$ cat src/rtl/acd_bus_ctrl.sv
// Two-requester controller for a shared bidirectional ACD bus with turnaround,
// write hold and read settle timing, plus round-robin arbitration.
module acd_bus_ctrl #(
  parameter int TURN_CYCLES   = 4,
  parameter int HOLD_CYCLES   = 2,
  parameter int SETTLE_CYCLES = 3
) (
  input  logic        clk,
  input  logic        rst,
  input  logic [1:0]  req_valid,
  input  logic [1:0]  req_write,
  input  logic [31:0] req_wdata,
  output logic [1:0]  req_ready,
  output logic [1:0]  rsp_valid,
  output logic [15:0] rsp_rdata,
  output logic        busy,
  output logic        acd_dir,
  output logic        acd_oe,
  output logic [15:0] acd_out,
  input  logic [15:0] acd_in
);

  typedef enum logic [2:0] {
    IDLE    = 3'd0,
    TURN_TX = 3'd1,
    DRIVE   = 3'd2,
    TURN_RX = 3'd3,
    SETTLE  = 3'd4,
    SAMPLE  = 3'd5
  } state_t;

  localparam logic [7:0] TURN_M1   = 8'(TURN_CYCLES - 1);
  localparam logic [7:0] HOLD_M1   = 8'(HOLD_CYCLES - 1);
  localparam logic [7:0] SETTLE_M1 = 8'(SETTLE_CYCLES - 1);

  state_t      state_reg, state_next;
  logic [7:0]  cnt_reg, cnt_next;
  logic        idx_reg, idx_next;
  logic        last_grant_reg, last_grant_next;
  logic        acd_dir_reg, acd_dir_next;
  logic        acd_oe_reg, acd_oe_next;
  logic [15:0] acd_out_reg, acd_out_next;
  logic [1:0]  rsp_valid_reg, rsp_valid_next;
  logic [15:0] rsp_rdata_reg, rsp_rdata_next;

  logic        grant_any;
  logic        grant_idx;
  logic [15:0] wdata_sel [2];

  // On a tie the requester not served last wins; otherwise the lone requester.
  assign grant_idx = (req_valid == 2'b11) ? ~last_grant_reg : req_valid[1];
  assign grant_any = (state_reg == IDLE) && (|req_valid);

  generate
    for (genvar gi = 0; gi < 2; gi++) begin : g_req
      assign req_ready[gi] = grant_any && (grant_idx == 1'(gi));
      assign wdata_sel[gi] = req_wdata[16*gi +: 16];
    end
  endgenerate

  always_comb begin
    state_next      = state_reg;
    cnt_next        = cnt_reg;
    idx_next        = idx_reg;
    last_grant_next = last_grant_reg;
    acd_dir_next    = acd_dir_reg;
    acd_oe_next     = acd_oe_reg;
    acd_out_next    = acd_out_reg;
    rsp_valid_next  = 2'b00;
    rsp_rdata_next  = rsp_rdata_reg;

    case (state_reg)
      IDLE: begin
        if (grant_any) begin
          idx_next        = grant_idx;
          last_grant_next = grant_idx;
          if (req_write[grant_idx]) begin
            acd_out_next = wdata_sel[grant_idx];
            if (acd_dir_reg && acd_oe_reg) begin
              state_next = DRIVE;
              cnt_next   = HOLD_M1;
            end else begin
              state_next   = TURN_TX;
              acd_dir_next = 1'b1;
              acd_oe_next  = 1'b0;
              cnt_next     = TURN_M1;
            end
          end else if (!acd_dir_reg) begin
            state_next = SETTLE;
            cnt_next   = SETTLE_M1;
          end else begin
            // Release the pins first; direction flips only after the dead time.
            state_next  = TURN_RX;
            acd_oe_next = 1'b0;
            cnt_next    = TURN_M1;
          end
        end
      end
      TURN_TX: begin
        if (cnt_reg == 8'd0) begin
          state_next  = DRIVE;
          acd_oe_next = 1'b1;
          cnt_next    = HOLD_M1;
        end else begin
          cnt_next = cnt_reg - 8'd1;
        end
      end
      DRIVE: begin
        if (cnt_reg == 8'd0) begin
          state_next     = IDLE;
          rsp_valid_next = idx_reg ? 2'b10 : 2'b01;
        end else begin
          cnt_next = cnt_reg - 8'd1;
        end
      end
      TURN_RX: begin
        if (cnt_reg == 8'd0) begin
          state_next   = SETTLE;
          acd_dir_next = 1'b0;
          cnt_next     = SETTLE_M1;
        end else begin
          cnt_next = cnt_reg - 8'd1;
        end
      end
      SETTLE: begin
        if (cnt_reg == 8'd0) begin
          state_next = SAMPLE;
        end else begin
          cnt_next = cnt_reg - 8'd1;
        end
      end
      SAMPLE: begin
        state_next     = IDLE;
        rsp_rdata_next = acd_in;
        rsp_valid_next = idx_reg ? 2'b10 : 2'b01;
      end
      default: state_next = IDLE;
    endcase
  end

  always_ff @(posedge clk or posedge rst) begin
    if (rst) begin
      state_reg      <= IDLE;
      cnt_reg        <= 8'd0;
      idx_reg        <= 1'b0;
      last_grant_reg <= 1'b1;
      acd_dir_reg    <= 1'b0;
      acd_oe_reg     <= 1'b0;
      acd_out_reg    <= 16'd0;
      rsp_valid_reg  <= 2'b00;
      rsp_rdata_reg  <= 16'd0;
    end else begin
      state_reg      <= state_next;
      cnt_reg        <= cnt_next;
      idx_reg        <= idx_next;
      last_grant_reg <= last_grant_next;
      acd_dir_reg    <= acd_dir_next;
      acd_oe_reg     <= acd_oe_next;
      acd_out_reg    <= acd_out_next;
      rsp_valid_reg  <= rsp_valid_next;
      rsp_rdata_reg  <= rsp_rdata_next;
    end
  end

  assign busy      = (state_reg != IDLE);
  assign acd_dir   = acd_dir_reg;
  assign acd_oe    = acd_oe_reg;
  assign acd_out   = acd_out_reg;
  assign rsp_valid = rsp_valid_reg;
  assign rsp_rdata = rsp_rdata_reg;

endmodule

$ cat config.mk
export PLATFORM = sky130hd
export DESIGN_NAME = acd_bus_ctrl
export DESIGN_NICKNAME = d
export VERILOG_FILES = /design/src/rtl/acd_bus_ctrl.sv
export SDC_FILE = /design/constraint.sdc
export NUM_CORES = 1
export LEC_CHECK = 0
export ABC_AREA = 1
export CAP_MARGIN = 15
export CORE_UTILIZATION = 35
export DETAILED_ROUTE_END_ITERATION = 10
export PLACE_DENSITY_LB_ADDON = 0.3
export SYNTH_ARGS = -nofsm -noshare
export SYNTH_HDL_FRONTEND = slang
export SYNTH_SLANG_ARGS = --single-unit
export TNS_END_PERCENT = 30
$ cat constraint.sdc
create_clock -name clk -period 2.1 [get_ports clk]
set_clock_uncertainty 0.1 [all_clocks]
set_input_delay 0.315 -clock clk [delete_from_list [all_inputs] [get_ports clk]]
set_output_delay 0.315 -clock clk [all_outputs]
set_load 0.03 [all_outputs]
# ---- Word-level counts from Yosys, hierarchy flattened
# Index checks and enable logic that the tools add are counted.
dict set report word_totals {
  reg_bits 49
  in_bits 54
  output_inout_bits 39
  elab_cells 86
}
dict set report classes {
  addsub 1
  magnitude_cmp 2
  eq_ne 16
  mux 37
  bitwise_logic 3
  reduce_logical 18
}
# cell count
set op_table {}
lappend op_table {{$mux 16} 3}
lappend op_table {{$mux 8} 5}
lappend op_table {{$pmux 8 s4} 1}
lappend op_table {{$mux 3} 7}
lappend op_table {{$pmux 3 s5} 1}
lappend op_table {{$reduce_and 5->1} 3}
lappend op_table {{$ne 2x2->1 const B} 7}
lappend op_table {{$mux 1} 13}
lappend op_table {{$logic_not 8->1} 1}
lappend op_table {{$mux 2} 4}
lappend op_table {{$sub 8x1->8 const B} 1}
lappend op_table {{$eq 3x2->1 const B} 2}
lappend op_table {{$eq 3x3->1 const B} 2}
lappend op_table {{$reduce_and 3->1} 2}
lappend op_table {{$logic_and 1x1->1} 4}
lappend op_table {{$pmux 1 s2} 2}
lappend op_table {{$pmux 2 s2} 1}
lappend op_table {{$reduce_bool 2->1} 2}
lappend op_table {{$reduce_bool 4->1} 1}
lappend op_table {{$reduce_or 2->1} 2}
lappend op_table {{$eq 3x1->1 const B} 1}
lappend op_table {{$logic_not 3->1} 1}
lappend op_table {{$ne 3x2->1 const B} 1}
lappend op_table {{$ne 3x3->1 const B} 1}
lappend op_table {{other kinds (8)} 9}

# ---- Depth between registers and ports, before layout
dict set report logic_depth {
  depth_word 7
  ltp_mapped 11
  mapped_depth_nobuf 11
}

# ---- Worst setup path after synthesis
# OpenSTA, ideal clock, no wires.
dict set report synth_timing {
  path_kind {reg-to-output}
  startpoint {register last_grant_reg}
  endpoint {output port req_ready[0]}
  arrival_ns 1.548
  required_ns 1.685
  path_slack_ns 0.137
  path_stages_with_launch 6
  path_buffers 1
  path_cell_list {dfstp_2 nand2_1 nand2_2 clkinv_1 clkbuf_1 nor2_1}
}
dict set report synth_via {
  elab_chain_cells 4
}
# element line
set synth_rtl {}
lappend synth_rtl {{start: declaration} 39} ;# logic last_grant_reg, last_grant_next;
lappend synth_rtl {{start signal: assignment} 156} ;# last_grant_reg <= last_grant_next;
lappend synth_rtl {{$not 1->1} 51} ;# assign grant_idx = (req_valid == 2'b11) ? ~last_grant_reg : req_valid[1];
lappend synth_rtl {{$mux 1} 51}
lappend synth_rtl {{$not 1->1} 56} ;# assign req_ready[gi] = grant_any && (grant_idx == 1'(gi));
lappend synth_rtl {{$logic_and 1x1->1} 56}
lappend synth_rtl {{end: declaration} 13} ;# output logic [1:0] req_ready,
# No other way between the ends.

# ---- Worst setup path in the final report
dict set report layout_timing {
  startpoint {register state_reg[1]}
  endpoint {output port req_ready[0]}
}
dict set report layout_via {
  elab_chain_cells 3
}
# element line
set layout_rtl {}
lappend layout_rtl {{start: declaration} 36} ;# state_t state_reg, state_next;
lappend layout_rtl {{start signal: assignment} 153} ;# state_reg <= state_next;
lappend layout_rtl {{$logic_not 3->1} 52} ;# assign grant_any = (state_reg == IDLE) && (|req_valid);
lappend layout_rtl {{$logic_and 1x1->1} 52}
lappend layout_rtl {{$logic_and 1x1->1} 56}
# No other way between the ends.

==> flow_results.org <==
** Outcome
- The flow ran to the end, and the final reports show no timing, DRC or antenna violations.

** Route
- After detailed routing, the average wire length per cell comes to between 10 and 15 um.
- Detailed Route Iter0 Violations :: 114
- Total iterations of the first detailed-routing run :: 4
- The routed layout has around 2.4k vias.
- The routed design has roughly 6100 um of wire.
- Dividing the detail-routed via count by the number of cells gives about 4.6.
- Once detail routing completed, the nets flagged for antenna violations numbered 0.
- For this run, design rule violations remaining after detail routing come to 0.

** Setup path
- In this run the worst path has a maximum fanout of 7.
- The most critical setup path has its startpoint at state_reg[1].
- Worst setup path endpoint :: req_ready[0]
- The largest single stage delay on the critical path is 0.50 ns.
- Counting cells, the worst reg-to-reg path comes to 10.
- Critical Path AT :: 1.50 ns
- The worst register-to-register path begins at cnt_reg[0].
- Setup slack on the worst reg-to-reg path comes out at 0.32 ns.
- Required arrival time at the worst endpoint :: around 1.7 ns
- STA classifies the critical path endpoint as an output pin.
- R2r endpoint :: cnt_reg[3]
- Critical Path Slowest Stage Cell :: sky130_fd_sc_hd__dfrtp_2
- Launching element type of the critical path :: flip-flop
- The setup path with the least slack is of type flip-flop to output pin.
- Crit path cell chain :: nor2_8 -> nand2_4 -> nor2_4 -> inv_2 -> nor2_1 -> buf_4

** STA
- For the pin with the worst max-slew slack, the measured transition is ~0.45 ns.
- Post-route setup TNS :: 0 ns
- The routed design could run at a clock period as short as between 1.5 and 2 ns.
- Static timing analysis puts the maximum clock frequency at 0.521 GHz.
- The count of final hold-check violations is 0.
- The number of max-slew violations in the final report was 0.
- In the finished design, the share of the clock period the worst path needs comes to 0.913.
- Setup violations remaining at the end of the flow were counted as 0.
- Setup repair after global routing missed its margin :: no
- Slew Limit Headroom :: 0.699

** Global route
- Met2 track demand over resource in global routing :: 0.291
- Antenna violations before repair :: 0
- Wire length of the first global-routing pass :: roughly 10000 um
- Entering global routing, the biggest net connects 33 pins.
- Global routing met1 resource utilization :: 0.213
- In the global route stage, met3 resource usage came out at 0.0448.
- Most heavily used metal layer in global routing :: met2
- The total overflow left after global routing is 0.
- The number of global-route vias before repair is around 2.3k.
- Across every metal layer, demand over resource in global routing totals 0.172.

** Finish
- Compared with the post-synthesis result, the final layout area differs by 47.8%.
- In the final layout, the share of cells above drive strength 1 is 0.0962.
- Measured on the finished design, the core utilization comes to 0.537.
- After filler insertion, the fill cell instance count of the layout stands at 668.
- Number of inserted diodes :: 0
- Final #Nets :: 470

** Synth
- Leading post-synthesis cells by cell area :: sky130_fd_sc_hd__dfrtp_1 48%, sky130_fd_sc_hd__nand2_1 18%, sky130_fd_sc_hd__nor2_1 7.1%
- Synth Warn # :: 0
- Proportion of synthesized chip area in sequential cells :: 0.495
- Top cells by count, synth :: 122 x sky130_fd_sc_hd__nand2_1, 48 x sky130_fd_sc_hd__dfrtp_1, 47 x sky130_fd_sc_hd__nor2_1
- Post-synth top flop :: sky130_fd_sc_hd__dfrtp_1
- After synthesis, the share of flip-flops with an asynchronous set or reset is 1.00.
- Counting flops and latches in the post-synthesis netlist gives 49.
- Combinational family with the most area after synthesis :: simple AND/OR/NAND/NOR gates
- Share of Yosys cell area claimed by the top area cell type :: 0.484
- Counting flops with a built-in enable in the synthesized netlist gives 0.
- The most common cell in the synthesized netlist is sky130_fd_sc_hd__nand2_1.
- Measured against the total synthesized area, the mux share comes to 0.
- Adder-Cell Fraction of Synth Area :: 0.00504
- Counting distinct cell types in the post-synthesis netlist gives 34.
- Post-synthesis share of cell area spent on xor and xnor gates :: 0.00353
- Compound-cell area share of the yosys netlist :: 0.0817
- Post-synth design cell area :: 0.00248 mm2
- The cell count after synthesis came out at 317.
- Summed over all instances, the cell type with the most area after synthesis is sky130_fd_sc_hd__dfrtp_1.
- Of the total synthesized cell area, the portion taken by AND, OR, NAND and NOR gates is 0.348.
- The number of nets in the synthesized netlist is around 370.
- Averaged over all synthesized cells, the footprint is about 8 um2.

** Placed design
- During placement, the flow inserted port buffers numbering 92.
- At the end of routability-driven placement, the weighted congestion stood at ~0.84.
- After legalization and detailed placement, the total HPWL measured 4700 um.

** Clock tree
- Root buf cell :: sky130_fd_sc_hd__clkbuf_8
- TritonCTS clock tree :: built
- TritonCTS created 5 clock buffers.
- The clock drives 49 sinks.
- Clock-pin slew was measured on the worst setup and hold paths at 0.10 ns.
- Worst-skew pair later-pin latency :: 0.31 ns
- Post-CTS repair timing setup buffer count :: 0
- Maximum buffer depth of the clock tree :: 2
- CTS H-tree depth :: 2

** Worst hold path
- The worst hold path belongs to the class input pin to async pin.

** Die
- The initial utilization of the core area, before any placement, comes to 0.363.
- Number of standard-cell rows in the floorplan :: 30
- Area of the die :: 0.00743 mm2
- The floorplan step set the die width to 86.2 um.
- Area of the core :: around 0.007 mm2
- Die outline height :: 86.2 um
- Pin placement for this block handled 93 I/O pins.

** Power
- Across the VDD grid, the largest voltage drop is 0.000526 V.
- Power density of the placed cells :: around 1600 mW/mm2
- For this design the static power due to leakage is 0.00173 uW.

** Flow run
- Max-cap check violation count :: 0
==> metrics by stage <==
step	power [uW]	setup WS [ns]	area, um2	hold slack [ns]	std cells
after CTS	5890	0.169	3670	0.238	512
after detailed placement	5070	0.135	3530	0.328	504
after global placement	5020	0.178	3530	0.330	504
after floorplan	3890	0.137	2480	0.303	317
final	5830	0.182	3670	0.224	512
after global routing	6270	0.0745	3670	0.255	512
==> cell families (layout without fill, tap and decap cells) <==
| logic type | count (synthesis) | in the layout |
|---|---|---|
| AOI/OAI and AO/OA | 34 | 34 |
| xor gates and xnor gates | 1 | 1 |
| adders and majority gates | 1 | 1 |
| buffers and inverters | 34 | 133 |
| DFF | 49 | 49 |
| and+or+nand+nor | 198 | 198 |
==> per-layer routing <==
metal | vias up | share of wire
li1 | 1205 | -
met1 | 1101 | 0.44
met2 | 59 | 0.48
met3 | 7 | 0.061
met4 | 0 | 0.013
met5 | - | 0
==> final cells by class <==
cell class	count	area, um2	share of cell area
Sequential cell	49	1230	0.335
Multi-Input combinational cell	234	1090	0.297
Timing Repair Buffer	99	992	0.271
Tap cell	96	120	0.0328
Inverter	26	100	0.0273
Clock buffer	5	68.8	0.0188
Clock inverter	3	68.8	0.0188
==> worst max-delay path: cells and delay by family (launching register included) <==
| kind | cells | cell delay, ns |
|---|---|---|
| buffers and inverters | 2 | 0.24 |
| DFF | 1 | 0.50 |
| and+or+nand+nor | 4 | 0.47 |
==> worst min-delay path by stage <==
stage,endpoint,startpoint,cells past startpoint,slack (ns)
floorplan,rsp_valid[0],idx_reg,1,0.30
global placement,rsp_valid[0],idx_reg,1,0.33
detailed placement,rsp_valid[0],idx_reg,1,0.33
CTS,rsp_rdata[11],rst,2,0.24
global route,rsp_rdata[7],rst,2,0.25
finish,rsp_rdata[5],rst,2,0.22
==> report_power, final <==
group          leakage, uW  total (uW)  switching [uW]  internal (uW)
logic              0.00108        3320            2020           1300
clock network    0.0000687         812             332            480
registers         0.000575        1700             301           1400
==> cells in the final DEF, fill, tap and decap left out, types with 2 or more instances in the layout <==
| cell type | instances |
|---|---|
| sky130_fd_sc_hd__nand2_1 | 122 |
| sky130_fd_sc_hd__clkdlybuf4s50_1 | 89 |
| sky130_fd_sc_hd__nand2_4 | 4 |
| sky130_fd_sc_hd__bufinv_16 | 2 |
| sky130_fd_sc_hd__nand2_2 | 3 |
| sky130_fd_sc_hd__o21ai_0 | 9 |
| sky130_fd_sc_hd__nor2_1 | 47 |
| sky130_fd_sc_hd__a21oi_1 | 4 |
| sky130_fd_sc_hd__dfrtp_1 | 47 |
| sky130_fd_sc_hd__buf_4 | 7 |
| sky130_fd_sc_hd__nand3_1 | 11 |
| sky130_fd_sc_hd__buf_12 | 2 |
| sky130_fd_sc_hd__clkbuf_8 | 5 |
| sky130_fd_sc_hd__nor2_4 | 3 |
| sky130_fd_sc_hd__inv_2 | 6 |
| sky130_fd_sc_hd__inv_1 | 18 |
| sky130_fd_sc_hd__a31oi_1 | 16 |
==> what timing repair did <==
item	4_1_cts	5_1_grt
hold buffers	0	0
setup endpoints to repair	1	0
resized for setup	2	0
endpoints found under the hold margin	0	0
No activity file was read; power rests on OpenSTA's default activity.
==> RTL change: new RTL, config.mk and constraints unchanged <==
Encoding of `state_t`: now Gray code (3 bits for 6 states).
--- a/src/rtl/acd_bus_ctrl.sv
+++ b/src/rtl/acd_bus_ctrl.sv
@@ -21,12 +21,12 @@
 );
 
   typedef enum logic [2:0] {
-    IDLE    = 3'd0,
-    TURN_TX = 3'd1,
-    DRIVE   = 3'd2,
-    TURN_RX = 3'd3,
-    SETTLE  = 3'd4,
-    SAMPLE  = 3'd5
+    IDLE    = 3'b000,
+    TURN_TX = 3'b001,
+    DRIVE   = 3'b011,
+    TURN_RX = 3'b010,
+    SETTLE  = 3'b110,
+    SAMPLE  = 3'b111
   } state_t;
 
   localparam logic [7:0] TURN_M1   = 8'(TURN_CYCLES - 1);
Behaviour: no difference found for any inputs over 10 cycles, from zero or initial values and one cycle with rst high; not proved beyond that.
==> RTL change against the unedited design <==
  * Maximum frequency is 0.31% higher
  * Setup slack better by 0.0058 ns
  * Area after synthesis is 0.40% lower
  * Routed wire length is 8.5% lower
  * Via count is 3.3% lower
  * Cell area is 1.9% lower
  * Total power is 9.1% lower
  * Largest power group unchanged
  * Highest routed layer unchanged
  * Sequential cell count stayed put
==> RTL change: results (changes against the unedited design) <==
* Worst min-delay path category: in2async (unchanged)
* Max rail drop VDD at 0.000509 V (was 0.000526 V)
* First-pass GRT wire length at 9430 um (was 10100 um)
* Sequential cell area at 1230 sq um (about the same)
* Syn Nets at 356 (was 372)
* Buffer share of cell area at 0.267 (was 0.271)
* Status: completed (unchanged)
* Vias in the first global route at 2186 (was 2275)
* GRT Total Usage at 0.160 (was 0.172)
* Crit path from: state_reg[2] (was state_reg[1])
* Total number of vias at 2293 (was 2372)
* Multi-input combinational area share at 0.304 (was 0.297)
* Non-clk invs at 28 (was 26)
* Slew @ Worst Pin at 0.424 ns (was 0.447 ns)
* Layout cells sized above 1 at 0.126 (was 0.0962)
* Core area at 6790 sq um (was 6830 sq um)
* Synth top cells by count: nand2_1 (92), nor2_1 (49), dfrtp_1 (48) (was nand2_1 (122), dfrtp_1 (48), nor2_1 (47))
* Initial DRC count at 64 (was 114)
* Clock network share of area at 0.0254 (was 0.0375)
* Nets at 452 (was 470)
* Reg-to-reg slack, setup at 0.24 ns (was 0.32 ns)
* Routability cong. at 0.897 (was 0.845)
* Non-CTS buffers at 96 (was 99)
* Critical-path top delay cell: dfrtp_1 (was dfrtp_2)
* Yosys cell types at 24 (was 34)
* Fill count at 640 (was 668)
* Synth area leaders: dfrtp_1 (49%), nand2_1 (14%), nor2_1 (7.4%) (was dfrtp_1 (48%), nand2_1 (18%), nor2_1 (7.1%))
* WL/cell at 11.4 um (was 12.0 um)
* HPWL after DPL at 4360 um (was 4700 um)
* Leak at 1.67 nW (was 1.73 nW)
* Worst-path maximum fanout at 6 (was 7)
* Placed cell areas at 3500 sq um (was 3530 sq um)
* Sequential share of the synthesized area at 0.497 (was 0.495)
* Multi-input gates at 217 (was 234)
RTL change: cell types whose count changed after synthesis, moves of 3 or more:
cell     unedited run  this run
nand3_1            11         7
mux2_2              0        16
buf_2               1         4
nand2_2             3         8
nand2_1           122        92
nor2_4              3         0
inv_1              19        24
nand4_1             1         5
RTL change: timing repair:
item | 4_1_cts | 5_1_grt
endpoints found under the setup margin | 0 | 1
gates resized for setup | 0 | 1
setup buffers | 0 | 0
RTL change: stage by stage:
| step | hold slack (ns) | cells | utilization | setup WS, ns |
|---|---|---|---|---|
| 3_3_place_gp | 0.357 | 486 | 0.516 | 0.213 |
| 5_1_grt | 0.250 | 494 | 0.529 | 0.0253 |
| 3_5_place_dp | 0.359 | 486 | 0.516 | 0.159 |
| 6_report | 0.208 | 494 | 0.529 | 0.188 |
| 2_1_floorplan | 0.326 | 301 | - | 0.178 |
| 4_1_cts | 0.221 | 494 | 0.529 | 0.00422 |
RTL change: cell families (layout without fill, tap and decap cells):
kind of cell	count (synthesis)	in the layout	synth area share
adder cells (fa/ha/maj)	1	1	0.00506
buffers and inverters	35	132	0.0613
multiplexers	16	16	0.0729
AND/OR/NAND/NOR	169	169	0.292
AO/OA/AOI/OAI	31	31	0.0724
flip-flops	49	49	0.497
RTL change: metal layers:
metal  wire [um]  vias to the layer above  part of all wire  track usage
met5           0                        -                 0            0
met4          58                        0             0.010       0.0424
met3         446                        7             0.079       0.0558
met2        2670                       83              0.47        0.271
met1        2460                     1049              0.44        0.192
li1            -                     1154                 -            -
RTL change: power breakdown:
part | leakage (nW) | internal (mW) | switching (mW) | total (mW)
Clock | 0.0481 | 0.237 | 0.330 | 0.567
Sequential | 0.579 | 1.38 | 0.267 | 1.65
Combinational | 1.04 | 1.27 | 1.82 | 3.09
